<file path="src/rtl/uart_byte_receiver.sv">
// Oversampling UART byte receiver with a level rx_done / rx_trigger handshake.
// Define UART_RX_PARITY_EN for 8E1 framing with an even-parity check; default is 8N1.
module uart_byte_receiver #(
   parameter int CLKS_PER_BIT = 868
) (
   input  logic       clk,
   input  logic       rst_n,
   input  logic       rx,
   input  logic       rx_trigger,
   output logic [7:0] rx_byte,
   output logic       rx_done,
   output logic       frame_err,
   output logic       overrun,
   output logic       parity_err
);
   localparam logic [15:0] BIT_LAST  = 16'(CLKS_PER_BIT - 1);
   localparam logic [15:0] HALF_LAST = 16'(CLKS_PER_BIT / 2 - 1);

   typedef enum logic [2:0] {ARM, IDLE, START, DATA, PARITY, STOP} state_t;
   state_t state_reg, state_next;

   logic        rx_meta, rxs;
   logic [15:0] cnt_reg;
   logic [2:0]  idx_reg;
   logic [7:0]  shift_reg;
   logic        half_tick, bit_tick;
   logic        cnt_clr, data_smp, good_stop, bad_stop;
`ifdef UART_RX_PARITY_EN
   logic        par_smp, par_mis_reg;
`endif

   assign half_tick = (cnt_reg == HALF_LAST);
   assign bit_tick  = (cnt_reg == BIT_LAST);

   // Synchronizer flops reset to the idle level so reset never looks like a start bit.
   always_ff @(posedge clk or negedge rst_n) begin
      if (!rst_n) begin
         rx_meta <= 1'b1;
         rxs     <= 1'b1;
      end else begin
         rx_meta <= rx;
         rxs     <= rx_meta;
      end
   end

   always_ff @(posedge clk or negedge rst_n) begin
      if (!rst_n) state_reg <= ARM;
      else        state_reg <= state_next;
   end

   always_comb begin
      state_next = state_reg;
      case (state_reg)
         ARM:    if (rxs) state_next = IDLE;
         IDLE:   if (!rxs) state_next = START;
         START:  if (half_tick) state_next = rxs ? IDLE : DATA;
`ifdef UART_RX_PARITY_EN
         DATA:   if (bit_tick && idx_reg == 3'd7) state_next = PARITY;
         PARITY: if (bit_tick) state_next = STOP;
`else
         DATA:   if (bit_tick && idx_reg == 3'd7) state_next = STOP;
`endif
         // A low stop bit may be a break; re-arm only once the line returns high.
         STOP:   if (bit_tick) state_next = rxs ? IDLE : ARM;
         default: state_next = ARM;
      endcase
   end

   always_comb begin
      cnt_clr   = 1'b0;
      data_smp  = 1'b0;
      good_stop = 1'b0;
      bad_stop  = 1'b0;
`ifdef UART_RX_PARITY_EN
      par_smp   = 1'b0;
`endif
      case (state_reg)
         START: cnt_clr = half_tick;
         DATA: begin
            data_smp = bit_tick;
            cnt_clr  = bit_tick;
         end
`ifdef UART_RX_PARITY_EN
         PARITY: begin
            par_smp = bit_tick;
            cnt_clr = bit_tick;
         end
`endif
         STOP: begin
            good_stop = bit_tick && rxs;
            bad_stop  = bit_tick && !rxs;
         end
         default: cnt_clr = 1'b1;
      endcase
   end

   always_ff @(posedge clk or negedge rst_n) begin
      if (!rst_n) begin
         cnt_reg   <= '0;
         idx_reg   <= '0;
         shift_reg <= '0;
      end else begin
         cnt_reg <= cnt_clr ? 16'd0 : cnt_reg + 16'd1;
         if (state_reg != DATA) idx_reg <= 3'd0;
         else if (data_smp)     idx_reg <= idx_reg + 3'd1;
         if (data_smp) shift_reg[idx_reg] <= rxs;
      end
   end

   // A completing good frame takes priority over a consume in the same cycle.
   always_ff @(posedge clk or negedge rst_n) begin
      if (!rst_n) begin
         rx_byte   <= 8'h00;
         rx_done   <= 1'b0;
         frame_err <= 1'b0;
         overrun   <= 1'b0;
      end else if (good_stop) begin
         rx_byte   <= shift_reg;
         rx_done   <= 1'b1;
         frame_err <= 1'b0;
         overrun   <= rx_done && !rx_trigger;
      end else begin
         if (rx_trigger) begin
            rx_done <= 1'b0;
            overrun <= 1'b0;
         end
         if (bad_stop) frame_err <= 1'b1;
      end
   end

`ifdef UART_RX_PARITY_EN
   always_ff @(posedge clk or negedge rst_n) begin
      if (!rst_n) begin
         par_mis_reg <= 1'b0;
         parity_err  <= 1'b0;
      end else begin
         if (par_smp)   par_mis_reg <= (^shift_reg) ^ rxs;
         if (good_stop) parity_err  <= par_mis_reg;
      end
   end
`else
   assign parity_err = 1'b0;
`endif
endmodule
</file>
<file path="config.mk">
export PLATFORM = sky130hd
export DESIGN_NAME = uart_byte_receiver
export DESIGN_NICKNAME = d
export VERILOG_FILES = /design/src/rtl/uart_byte_receiver.sv
export SDC_FILE = /design/constraint.sdc
export NUM_CORES = 1
export LEC_CHECK = 0
export ABC_AREA = 0
export BUFFER_PORTS_ARGS = -buffer_cell sky130_fd_sc_hd__buf_2
export CAP_MARGIN = 5
export CORE_ASPECT_RATIO = 1.1
export CORE_MARGIN = 8
export CORE_UTILIZATION = 40
export CTS_CLUSTER_SIZE = 40
export DETAILED_ROUTE_END_ITERATION = 7
export GPL_TIMING_DRIVEN = 0
export PLACE_DENSITY_LB_ADDON = 0.3
export SKIP_LAST_GASP = 1
export SLEW_MARGIN = 15
export SYNTH_ARGS = -nofsm -noshare
export SYNTH_HDL_FRONTEND = slang
export SYNTH_SLANG_ARGS = --single-unit
</file>
<file path="constraint.sdc">
create_clock -name clk -period 2.6 [get_ports clk]
set_input_delay 0.52 -clock clk [delete_from_list [all_inputs] [get_ports clk]]
set_output_delay 0.52 -clock clk [all_outputs]
set_load 0.05 [all_outputs]
</file>
Word level (Yosys, flattened, before mapping)
Cells that the tools add are included.
{"block": "totals", "ff_bits": 43, "in_bits": 4, "out_inout_bits": 12, "wordCells": 62}
{"block": "classes", "addsub": 2, "order_cmp": 2, "n_eq_ne": 13, "n_mux": 23, "n_reduce_logical": 12}
{"op": "2-to-1 mux 3 bit", "count": 7}
{"op": "adder 16 x 1 -> 16 bit (second input constant)", "count": 1}
{"op": "== test 16 x 10 -> 1 bit (second input constant)", "count": 1}
{"op": "== test 16 x 9 -> 1 bit (second input constant)", "count": 1}
{"op": "2-to-1 mux 16 bit", "count": 1}
{"op": "one-hot mux 3 bit (5 select lines)", "count": 1}
{"op": "2-to-1 mux 1 bit", "count": 10}
{"op": "inequality test 2 bit (second input constant)", "count": 5}
{"op": "bitwise mux 8 bit", "count": 1}
{"op": "== test 3 x 2 -> 1 bit (second input constant)", "count": 2}
{"op": "== test 3 bit (second input constant)", "count": 2}
{"op": "nonzero test 2 bit", "count": 3}
{"op": "logical AND 1 bit", "count": 5}
{"op": "AND reduction 5 bit", "count": 1}
{"op": "< comparator 3 x 4 -> 1 bit (second input constant)", "count": 1}
{"op": "adder 3 x 1 -> 3 bit (second input constant)", "count": 1}
{"op": "demux 1 bit (select 3 bit)", "count": 1}
{"op": "== test 3 x 1 -> 1 bit (second input constant)", "count": 1}
{"op": ">= comparator 3 x 1 -> 1 bit (second input constant)", "count": 1}
{"op": "logical NOT 3 bit", "count": 1}
{"op": "inequality test 3 x 2 -> 1 bit (second input constant)", "count": 1}
{"op": "one-hot mux 1 bit (3 select lines)", "count": 1}
{"op": "logical NOT 1 bit", "count": 2}
{"op": "2-to-1 mux 2 bit", "count": 1}

Logic depth before layout (Yosys ltp)
Gate-level depths: netlist of run 1.
{"block": "depth", "depth_word": 5, "ltp_mapped": 8, "mapped_depth_nobuf": 7}

Worst setup path after synthesis of run 1
Ideal clock, no wire load.
{"block": "synth_path", "kind": "register to register", "startpoint": "reg cnt_reg[0]", "endpoint": "reg shift_reg[4]", "setup_time_ns": 0.125, "arrival_ns": 2.256, "required_ns": 2.475, "setup_slack_ns": 0.220, "stages_incl_launch_ff": 7, "n_path_buf": 0, "synth_period_minus_slack_ns": 2.380, "path_cell_list": "dfrtp_1 > ha_1 > or3b_2 > nor4_4 > or3b_4 > nor3b_2 > mux2_2"}
{"block": "synth_between", "elab_chain_cells": 2}
{"item": "from (decl)", "line_no": "23", "rtl": "logic [15:0] cnt_reg;"}
{"item": "from (signal assigned)", "line_no": "103", "rtl": "cnt_reg <= cnt_clr ? 16'd0 : cnt_reg + 16'd1;"}
{"item": "== test 16 x 10 -> 1 bit", "line_no": "33", "rtl": "assign bit_tick = (cnt_reg == BIT_LAST);"}
{"item": "2-to-1 mux 1 bit", "line_no": "77", "rtl": "case (state_reg)"}
{"item": "to (signal, indexed assignment)", "line_no": "106", "rtl": "if (data_smp) shift_reg[idx_reg] <= rxs;"}
{"item": "to (decl)", "line_no": "25", "rtl": "logic [7:0] shift_reg;"}
Every way passes these cells.
A chain may end at the register's enable or synchronous reset.

Worst setup path in the final report of run 1
Ends and elaborated chain as after synthesis.

==> results.yml, run 1 <==
run_status:
  status: "finished, final reports clean"
worst_setup_path:
  cp.required_ns: 2.78
  worstRegToRegCells: 6
  cp-start-kind: "flop"
  cp_max_fo: 5
  critPathArrivalTime_ns: 2.66
  crit_type: "reg2reg"
  end_kind: "flop"
  r2r_slack_ns: 0.12
  regToRegStartpoint: "cnt_reg[0]"
  rr_endpoint: "shift_reg[4]"
timing:
  worstMarginPinSlew_ns: 0.935
  setup_ws_ns: 0.122
  setup_tns_ns: 0
  clock.fmax_mhz: 404
  post-route-period-util_pct: 95.3
  hold_viol: 0
  finClkSkew_ns: 0.00585
  setup_viol: 0
  drv_slew: 0
  rsz0062_at_grt: "no"
  worst_hold_slack_ns: 0.325
  fin_crit_ns: 2.48
  maxSlewHeadroom_pct: 37.7
floorplanning:
  placementRows: 27
  die_area_mm2: 0.00766
  initial_core_util_pct: 41.2
  die_y_um: 91.0
  die_w_um: 84.2
  core_area_mm2: 0.00497
  io_pins: 16
clock_network:
  cts.sinks: 43
  cts_hold_buf: 0
  cts.path.max_buffers: 2
  cts_root_buffer: "clkbuf_8"
  cts_tree: "yes"
  path_clk_slew_ns: 0.08
  post_cts_buffers: 0
  clk_latency_ns: 0.29
  cts_resized: 0
  cts.htree.levels: 2
  cts_buffers: 5
worst_hold_path:
  min_path_type: "in2reg"
  whs_endpoint: "rx_meta"
  holdPathStages: 1
  hp-start: "rx"
detailed_routing:
  wl_per_cell_um: 13.7
  drt_first_pass_iters: 4
  vias: 1355
  drc: 0
  drtAntennaViolNets: 0
  vias_per_cell: 5.15
  dr.first_iter.drc_count: 91
  wl_um: 3600
logic_synthesis:
  syn_inst: 183
  yosys_warnings: 0
  ys_types: 42
  yosys-top-cells-area: "dfrtp_1, mux2_2, nor2_1, xor2_1, xnor2_1"
  netlist_area_mm2: 0.00204
  avgSynthCellArea_um2: 11.2
  yosysTopAreaCellShare_pct: 50.2
  synth_nets: 191
  synth_largest_area_cell: "dfrtp_1"
  ys_seq_elements: 43
  ys_seq_area_share_pct: 52.8
layout:
  largest_reg_flops: 16
  antenna_cells: 0
  nNetsFinal: 212
  design_area_mm2: 0.00228
  drive_gt1_share_pct: 26.8
  multi_input_comb_area_um2: 908
  seq_area_mm2: 0.00108
  areaGrowthSynthToFinish_pct: 11.5
  fillCellCount: 472
power:
  ir_worst_vdd_uv: 333
  power.total_mw: 1.43
  switching_share_pct: 29.3
  clockPowerShare_pct: 29.0
  power.internal_mw: 1.01
  power.leakage_nw: 1.08
  power_density_mw_per_mm2: 629
  switchingPower_mw: 0.420
  pwr-share-comb_pct: 14.2
  seqPwrFrac_pct: 56.7
placed_design:
  gp_congestion: 0.800
  portBuffers: 14
  dp_slack_ns: 0.0354
  placed_cell_area_mm2: 0.00219
  place_hpwl_um: 2550
grt:
  antenna_found_initial: 0
  grt_pass1_vias: 1389
  grt_start_max_net_pins: 44
  grt_overflow: 0
  grt_use_total_pct: 9.89
  grt_pass1_wl_um: 6380
job:
  drv_cap: 0
placed cells by master (no fill, tap or decap), types with 4 or more instances in the layout:
cell,count
buf_2,17
clkbuf_8,5
dfrtp_1,40
inv_1,5
mux2_2,16
nand2_1,11
nand3_1,10
nand4_1,4
nor2_1,26
xnor2_1,7
xor2_1,8
worst max path at each step:
stage          startpoint            to  slack [ns]  cells past startpoint
3_5_place_dp   cnt_reg[0]   cnt_reg[12]        0.04                      8
2_1_floorplan  cnt_reg[0]  shift_reg[4]        0.22                      6
3_3_place_gp   cnt_reg[0]   cnt_reg[10]        0.05                      8
5_1_grt        cnt_reg[1]  shift_reg[2]        0.03                      6
6_report       cnt_reg[0]  shift_reg[4]        0.12                      6
4_1_cts        cnt_reg[0]   cnt_reg[12]        0.03                      8
power groups by stage:
stage	registers [mW]	logic, mW	clock network [mW]
after floorplan	0.801	0.163	0
after global placement	0.821	0.198	0
after detailed placement	0.823	0.207	0
after CTS	0.810	0.209	0.435
after global routing	0.826	0.240	0.460
final	0.814	0.204	0.416
final cells by class:
type	instances	share of cell area (%)
well taps	58	3.18
clock inverters	2	0.549
flip-flops and latches	43	47.4
plain buffers	8	1.98
clock buffers	6	3.18
inverters	5	0.823
multi-input cells	127	39.8
repair buffers	14	3.07
stage by stage:
step | utilization, % | instances
5_1_grt | 45.9 | 263
3_5_place_dp | 44.0 | 255
4_1_cts | 45.8 | 263
3_3_place_gp | 44.0 | 255
2_1_floorplan | - | 183
6_report | 45.9 | 263
worst max-delay path, stage by stage, from the launching register on:
cell and delay (ns):
dfrtp_2 0.40, ha_2 0.23, or3b_2 0.49, nor4_4 0.25
or3b_4 0.46, nor3b_2 0.20, mux2_2 0.34
Yosys cell counts:
master	n
nand2_1	11
xnor2_1	7
a21o_1	1
conb_1	1
nor3b_2	2
nor4b_1	2
xor2_1	8
a21oi_1	1
clkbuf_1	2
or2_2	1
nand4_1	4
nand3_1	10
a21boi_0	2
o211ai_1	1
buf_2	3
or4_4	1
or4_1	1
o21ai_0	3
nand2b_1	1
and3_1	1
and4_1	3
o311ai_0	1
nor2b_1	2
dfrtp_1	41
or3b_2	1
ha_1	4
dfstp_2	2
mux2_2	16
a211o_1	1
inv_1	5
buf_4	3
nor4_4	1
o21ai_1	1
o21a_1	1
nor4_1	1
o31ai_1	1
nor3_1	3
or3b_4	1
nor2_1	26
nand3b_1	2
a2111oi_0	1
mux2i_1	3
kinds of logic after synthesis:
kind of cell	synth area share, %
AOI/OAI and AO/OA	4.71
xor gates and xnor gates	6.43
adders and majority gates	2.45
buffers and inverters	3.12
DFF	52.8
muxes	10.3
other	0.183
and+or+nand+nor	20.1
per-layer routing:
layer  global-route usage [%]  share of wire, %  up-vias
met2                     15.9                48       17
met4                     2.59              0.81        0
met5                        0                 0        -
met3                     3.49               4.1        5
li1                         -                 -      670
met1                     12.3                47      663
Note: power is estimated with default switching activity, not from simulation.
==> run 2, diff against run 1 <==
CORE_MARGIN = default   (was 8)
==> results.yml, run 2 (same netlist as run 1, synthesis figures left out) <==
grt:
  grt_pass1_wl_um: 6150
  grt_use_total_pct: 14.0
  grt_start_max_net_pins: 44
  grt_pass1_vias: 1354
  antenna_found_initial: 0
  grt_overflow: 0
clock_network:
  cts.path.max_buffers: 2
  cts.sinks: 43
  path_clk_slew_ns: 0.08
  cts_buffers: 5
  clk_latency_ns: 0.29
  cts_hold_buf: 0
  cts_root_buffer: "clkbuf_8"
  cts.htree.levels: 2
  cts_tree: "yes"
layout:
  drive_gt1_share_pct: 28.2
  fin_util_pct: 48.6
  largest_reg_flops: 16
  final_common_cell: "dfrtp_1"
  fillCellCount: 422
  areaGrowthSynthToFinish_pct: 13.6
  nNetsFinal: 213
  antenna_cells: 0
  mostFrequentLayoutCells: "dfrtp_1, nor2_1, buf_2, mux2_2, nand2_1"
timing:
  drv_slew: 0
  setup_tns_ns: 0
  maxSlewHeadroom_pct: 38.4
  finClkSkew_ns: 0.00501
  post-route-period-util_pct: 95.7
  worstMarginPinSlew_ns: 0.924
  setup_viol: 0
  clock.fmax_mhz: 402
  fin_crit_ns: 2.49
  rsz0062_at_grt: "no"
  hold_viol: 0
worst_setup_path:
  crit_type: "reg2reg"
  cp-start-kind: "flop"
  end_kind: "flop"
  critPathArrivalTime_ns: 2.66
  crit_chain: "ha_2 > or3b_2 > nor4_4 > or3b_4 > nor3b_2 > mux2_2"
  critPathSlowestCell: "or3b_2"
  crit_path_max_incr_delay_ns: 0.49
  cp_max_fo: 5
  cp.required_ns: 2.77
detailed_routing:
  dr.first_iter.drc_count: 63
  drt_first_pass_iters: 5
  drtAntennaViolNets: 0
  vias: 1358
  drc: 0
  vias_per_cell: 5.18
  wl_per_cell_um: 13.1
  wl_um: 3440
power:
  pwr-share-comb_pct: 14.2
  power.leakage_nw: 1.11
  switchingPower_mw: 0.408
  seqPwrFrac_pct: 52.2
  switching_share_pct: 26.2
  ir_worst_vdd_uv: 493
  power.internal_mw: 1.15
  power_density_mw_per_mm2: 669
  clockPowerShare_pct: 33.6
floorplanning:
  core_area_mm2: 0.00478
  die_w_um: 70.2
  placementRows: 26
  initial_core_util_pct: 42.8
  io_pins: 16
  die_area_mm2: 0.00540
  die_y_um: 77.0
job:
  drv_cap: 0
placed_design:
  place_hpwl_um: 2390
  portBuffers: 14
  gp_congestion: 0.808
worst_hold_path:
  min_path_type: "in2reg"
run_status:
  status: "finished, final reports clean"
## run 2: layout make-up
class                      count  area, um^2  area share (%)
timing repair buffer          15        77.6            3.34
tap                           56        70.1            3.02
clock buffer                   6        82.6            3.56
buffer                         8        45.0            1.94
clock inverter                 2        35.0            1.51
sequential                    43        1080            46.5
multi-input combinational    127         913            39.3
inverter                       5        18.8           0.808
## run 2: path summary, 6_finish.rpt
| kind | start | to | slack [ns] | cells after the start |
|---|---|---|---|---|
| max reg2reg | cnt_reg[0] | shift_reg[4] | 0.11 | 6 |
| max | cnt_reg[0] | shift_reg[4] | 0.11 | 6 |
| min in group asynchronous | rst_n | rx_byte[5] | 0.36 | 1 |
| max in group asynchronous | rst_n | cnt_reg[0] | 1.60 | 1 |
| min reg2reg | rx_meta | rxs | 0.36 | 0 |
| min | rx | rx_meta | 0.33 | 1 |
## run 2: timing repair
| action | 4_1_cts | 5_1_grt |
|---|---|---|
| endpoints found under the setup margin | 0 | 13 |
| gates resized for setup | 0 | 4 |
| buffers inserted | 0 | 1 |
## run 2: metal layers
| metal | global-route usage (%) | up-vias | share of wire, % |
|---|---|---|---|
| li1 | - | 674 | - |
| met1 | 17.7 | 657 | 48 |
| met2 | 23.6 | 21 | 48 |
| met3 | 3.42 | 6 | 2.7 |
| met4 | 4.20 | 0 | 1.4 |
| met5 | 0 | - | 0 |
## run 2: power groups by stage
stage,combinational [mW],sequential [mW],clock [mW]
2_1_floorplan,0.163,0.801,0
3_3_place_gp,0.202,0.817,0
3_5_place_dp,0.208,0.821,0
4_1_cts,0.211,0.808,0.545
5_1_grt,0.256,0.824,0.564
6_report,0.221,0.811,0.522
## run 2: through the flow
step | cells | setup slack, ns | hold slack [ns] | area, um^2 | power (mW)
final | 262 | 0.113 | 0.328 | 2320 | 1.55
after global routing | 262 | 0.00214 | 0.316 | 2320 | 1.64
after global placement | 253 | 0.0700 | 0.347 | 2180 | 1.02
after floorplan | 183 | 0.220 | 0.224 | 2040 | 0.965
after detailed placement | 253 | 0.0209 | 0.347 | 2180 | 1.03
after CTS | 261 | 0.00846 | 0.318 | 2300 | 1.56
## run 2: critical path, delay by kind of cell (launching register included)
kind	cells	cell delay, ns
DFF	1	0.41
and+or+nand+nor	4	1.39
muxes	1	0.35
adders and majority gates	1	0.23
